File: config.mk
export PLATFORM = sky130hd
export DESIGN_NAME = and_gate
export DESIGN_NICKNAME = d
export VERILOG_FILES = /design/src/rtl/and_gate.sv
export SDC_FILE = /design/constraint.sdc
export NUM_CORES = 1
export LEC_CHECK = 0
export CAP_MARGIN = 20
export CORE_ASPECT_RATIO = 1.2
export CORE_MARGIN = 2
export CORE_UTILIZATION = 50
export CTS_CLUSTER_SIZE = 40
export DETAILED_ROUTE_END_ITERATION = 12
export GPL_ROUTABILITY_DRIVEN = 0
export GPL_TIMING_DRIVEN = 1
export PLACE_DENSITY = 0.88
export SLEW_MARGIN = 30
export SYNTH_ARGS = -nofsm -noshare
export SYNTH_HDL_FRONTEND = slang
export SYNTH_SLANG_ARGS = --single-unit
File: constraint.sdc
create_clock -name clk -period 4.4 [get_ports clk]
set_input_delay 1.1 -clock clk [delete_from_list [all_inputs] [get_ports clk]]
set_output_delay 1.1 -clock clk [all_outputs]
set_load 0.01 [all_outputs]
File: src/rtl/and_gate.sv
// Branch-decision gate: PCSrc = membranch & zero, plus a debug statistics side-block.
// Latency: PCSrc is zero-cycle combinational; statistics outputs lag inputs by one clk edge.
// Backpressure: none; stats counters saturate at all-ones and never stall or wrap.
module and_gate #(
    parameter int CNT_WIDTH = 16
) (
    input  logic                 clk,
    input  logic                 rst,
    input  logic                 membranch,
    input  logic                 zero,
    input  logic                 clr_stats,
    output logic                 PCSrc,
    output logic                 pcsrc_q,
    output logic [CNT_WIDTH-1:0] branch_cnt,
    output logic [CNT_WIDTH-1:0] taken_cnt,
    output logic                 taken_seen
);

    // The branch decision itself: a plain AND, kept free of clk/rst so it
    // stays valid (and X-propagates per normal AND rules) even when those
    // are undriven.
    logic w_pcsrc;
    assign w_pcsrc = membranch & zero;
    assign PCSrc   = w_pcsrc;

    logic                 r_pcsrc_q;
    logic [CNT_WIDTH-1:0] r_branch_cnt;
    logic [CNT_WIDTH-1:0] r_taken_cnt;
    logic                 r_taken_seen;

    // Saturation detect: a counter at all-ones must hold rather than wrap.
    logic w_branch_full;
    logic w_taken_full;
    assign w_branch_full = &r_branch_cnt;
    assign w_taken_full  = &r_taken_cnt;

    // Next-value selection for the counters; clear beats increment.
    logic [CNT_WIDTH-1:0] w_branch_nxt;
    logic [CNT_WIDTH-1:0] w_taken_nxt;
    logic                 w_seen_nxt;

    // Compute next statistics state; defaults hold current values.
    always_comb begin
        w_branch_nxt = r_branch_cnt;
        w_taken_nxt  = r_taken_cnt;
        w_seen_nxt   = r_taken_seen;
        if (clr_stats) begin
            w_branch_nxt = '0;
            w_taken_nxt  = '0;
            w_seen_nxt   = 1'b0;
        end else begin
            if (membranch && !w_branch_full) begin
                w_branch_nxt = r_branch_cnt + 1'b1;
            end
            if (w_pcsrc && !w_taken_full) begin
                w_taken_nxt = r_taken_cnt + 1'b1;
            end
            if (w_pcsrc) begin
                w_seen_nxt = 1'b1;
            end
        end
    end

    // Statistics registers; async reset clears everything, pcsrc_q loads even on clear.
    always_ff @(posedge clk or posedge rst) begin
        if (rst) begin
            r_pcsrc_q    <= 1'b0;
            r_branch_cnt <= '0;
            r_taken_cnt  <= '0;
            r_taken_seen <= 1'b0;
        end else begin
            r_pcsrc_q    <= w_pcsrc;
            r_branch_cnt <= w_branch_nxt;
            r_taken_cnt  <= w_taken_nxt;
            r_taken_seen <= w_seen_nxt;
        end
    end

    assign pcsrc_q    = r_pcsrc_q;
    assign branch_cnt = r_branch_cnt;
    assign taken_cnt  = r_taken_cnt;
    assign taken_seen = r_taken_seen;

endmodule

==> run metrics <==
status=finished clean; Tightest Pin Transition=0.6731 ns; vias in the first global route=1,623; Synth Area in Simple Gates=0.3012; hold slack=0.4921 ns; 1st-iter DRT viols=126; Synth Area in Adders=0.01330; final setup vio count=0; Slew Limit Fails=0; Gate power share=0.066; grt met3 use=0.05850; commonest non-fill, non-tap cells in the layout=39 x clkdlybuf4s50_1, 34 x dfrtp_1, 15 x a21oi_1; clock tree buffer depth=2; fin cells=291; sequential-to-total area share from yosys stat=0.4521; Port Buffer Count=39; Diodes inserted=0; Max-cap violations=0; commonest non-fill, non-tap cell in the layout=clkdlybuf4s50_1; Post-CTS Resized=0; # DRC=0; Die X=60.01 um; Sw Ratio=0.2353; Area after DPL=2323 sq um; routed wire length=4245 um; post-route setup slack=0.7286 ns; clock network power share=0.401; syn nets=203; Most common cell on crit path=clkdlybuf4s50_1; die area=4273 sq um; CTS tree=built; die height=71.21 um; Worst EP required=3.30 ns; fin crit share=0.8344; Yosys cell types=43; antenna-violating nets left=0; Worst setup EP type=output port; fill count=298; final net count=245; Worst path max stage delay=0.65 ns; Avg Cell Area, Syn=9.601 sq um; Synth Warn #=0; IO Pins=40; GRT met2 Usage=0.3599; worst setup path class=primary input to output port; Synth Area in XOR/XNOR=0.004654; Worst Hold Class=flop to flop; P_int=460.1 uW; main combinational cell family by area after synthesis=simple AND/OR/NAND/NOR gates; row cnt=24; setup repair bufs after CTS=0; mux share of post-synthesis cell area=0.03391; crit path max fanout=9; relative slew slack=0.5499; Cell Area, Synth=1882 sq um; critical path, cell by cell=clkdlybuf4s50_1 > and2_1 > clkdlybuf4s50_1; #FFs+latches synth=34; largest net degree at the start of global routing=35; H-tree depth=2; design area=2424 sq um; cts hold-fix bufs=0; setup_tns=0 ns; initial antenna violation count=0; first-pass GRT wire length=7072 um; gr ovfl total=0; CP startpoint kind=primary input; Routed WL per cell=14.59 um; Place WS=0.7349 ns; post-layout min period=3.671 ns; Power Total=601.7 uW; GR Util met1=0.2586; clk_lat worst skew=0.29 ns; CORE AREA=3633 sq um; worst path bufs/invs=2; clock slew at the register clock pins of the worst setup and hold paths=0.07 ns; final hold vios=0; gr usage total=0.2163; Worst VDD drop=0.1706 mV; synthesized instance count=196; via count=1,764; Leakage=0.9514 nW; Reg-to-Reg Start=branch_cnt[0]; Crit. Startpoint=membranch; Detailed Routing Iterations Pass 1=4; cts bufs inserted=5; RSZ-0062 raised after global routing=false; Detail Placement HPWL=2942 um; vias per cell=6.062; Compound-Gate Fraction of Synth Area=0.1656; Hold Path Origin=taken_seen; Worst EP arrival=2.57 ns; Pwr Density=248.3 nW/um^2; Worst path top cell family by delay=buffers and inverters; Initial Utilization=0.5179; setup clock skew after layout=0.009140 ns; slowest CP cell=clkdlybuf4s50_1; Final Core Density=0.6670; Area Overhead vs Synth=28.79%; clk sinks=34; placed insts=283; root buffer cell=clkbuf_8; Seq pwr share=0.533; Switching Power=141.6 uW; share of layout cells above drive strength 1=0.07531; fmax=272.4 MHz; global routing's busiest layer=met2
-- logic make-up (layout without fill, tap and decap cells) --
| logic type | count (synthesis) | in the layout |
|---|---|---|
| adders and majority gates | 2 | 2 |
| muxes | 6 | 6 |
| buffers and inverters | 13 | 56 |
| xor gates and xnor gates | 1 | 1 |
| AOI/OAI and AO/OA | 47 | 47 |
| DFF | 34 | 34 |
| and+or+nand+nor | 93 | 93 |
-- registers in the layout (all words and copies together) (netlist names) --
name / cells
pcsrc_q: 1
taken_cnt: 16
taken_seen: 1
branch_cnt: 16
-- Yosys cell counts --
| master | instances | share of area |
|---|---|---|
| a211oi_1 | 2 | 0.0080 |
| a21oi_1 | 15 | 0.040 |
| a31oi_1 | 3 | 0.010 |
| and2_1 | 1 | 0.0033 |
| and3_1 | 5 | 0.017 |
| and4_1 | 4 | 0.019 |
| buf_2 | 2 | 0.0053 |
| buf_4 | 1 | 0.0040 |
| clkbuf_1 | 3 | 0.0060 |
| dfrtp_1 | 34 | 0.45 |
| ha_1 | 2 | 0.013 |
| inv_1 | 7 | 0.014 |
| mux2_1 | 3 | 0.018 |
| mux2i_1 | 3 | 0.016 |
| nand2_1 | 14 | 0.028 |
| nand2b_1 | 2 | 0.0066 |
| nand3_1 | 11 | 0.029 |
| nand3_2 | 1 | 0.0053 |
| nand4_1 | 8 | 0.027 |
| nand4_2 | 2 | 0.013 |
| nand4_4 | 1 | 0.011 |
| nor2_1 | 10 | 0.020 |
| nor2b_1 | 4 | 0.013 |
| nor3_1 | 8 | 0.021 |
| nor4_1 | 5 | 0.017 |
| nor4_2 | 2 | 0.013 |
| nor4bb_1 | 1 | 0.0053 |
| o211ai_1 | 1 | 0.0040 |
| o21a_1 | 1 | 0.0040 |
| o21ai_0 | 5 | 0.013 |
| o21ai_1 | 3 | 0.0080 |
| o21bai_1 | 2 | 0.0080 |
| o311a_1 | 2 | 0.011 |
| o311ai_0 | 2 | 0.0093 |
| o31a_1 | 1 | 0.0047 |
| o31ai_1 | 7 | 0.028 |
| o41ai_1 | 2 | 0.0093 |
| o41ai_2 | 1 | 0.0086 |
| or2_2 | 1 | 0.0033 |
| or3_1 | 7 | 0.023 |
| or4_1 | 5 | 0.020 |
| or4_4 | 1 | 0.0060 |
| xor2_1 | 1 | 0.0047 |
-- worst reg2reg max path, cell delays in order, from the launching register on --
cell and delay, ns:
dfrtp_1 0.40, ha_1 0.27, nand4_1 0.21, nor4_4 0.48
nor4_1 0.15, mux2_1 0.34
-- power groups by stage --
stage,clock network [mW],logic (mW),registers (mW)
after floorplan,0,0.0186,0.328
after global placement,0,0.0394,0.326
after detailed placement,0,0.0404,0.327
after CTS,0.246,0.0407,0.321
after global routing,0.262,0.0448,0.321
final,0.241,0.0399,0.320
-- routing by layer --
metal,wire length (um),up-vias
met3,178,8
met4,63,0
met5,0,-
li1,-,841
met1,1798,873
met2,2205,42
-- cell type report --
class / count / area, sq um / area share
Clock buffer: 7 / 86.33 / 0.03562
Tap cell: 52 / 65.06 / 0.02685
Sequential cell: 34 / 850.8 / 0.3511
Multi-Input combinational cell: 149 / 984.7 / 0.4063
Clock inverter: 1 / 5.005 / 0.002065
Inverter: 7 / 26.28 / 0.01084
Timing Repair Buffer: 41 / 405.4 / 0.1673
-- worst paths after layout --
| kind | end | slack, ns | cells after the start |
|---|---|---|---|
| min in group asynchronous | taken_cnt[8] | 1.20 | 3 |
| min reg2reg | taken_seen | 0.49 | 1 |
| max reg2reg | branch_cnt[13] | 2.43 | 5 |
| max | PCSrc | 0.73 | 3 |
| max in group asynchronous | branch_cnt[1] | 2.89 | 3 |
| min | taken_seen | 0.49 | 1 |
No activity file was read; power rests on OpenSTA's default activity.
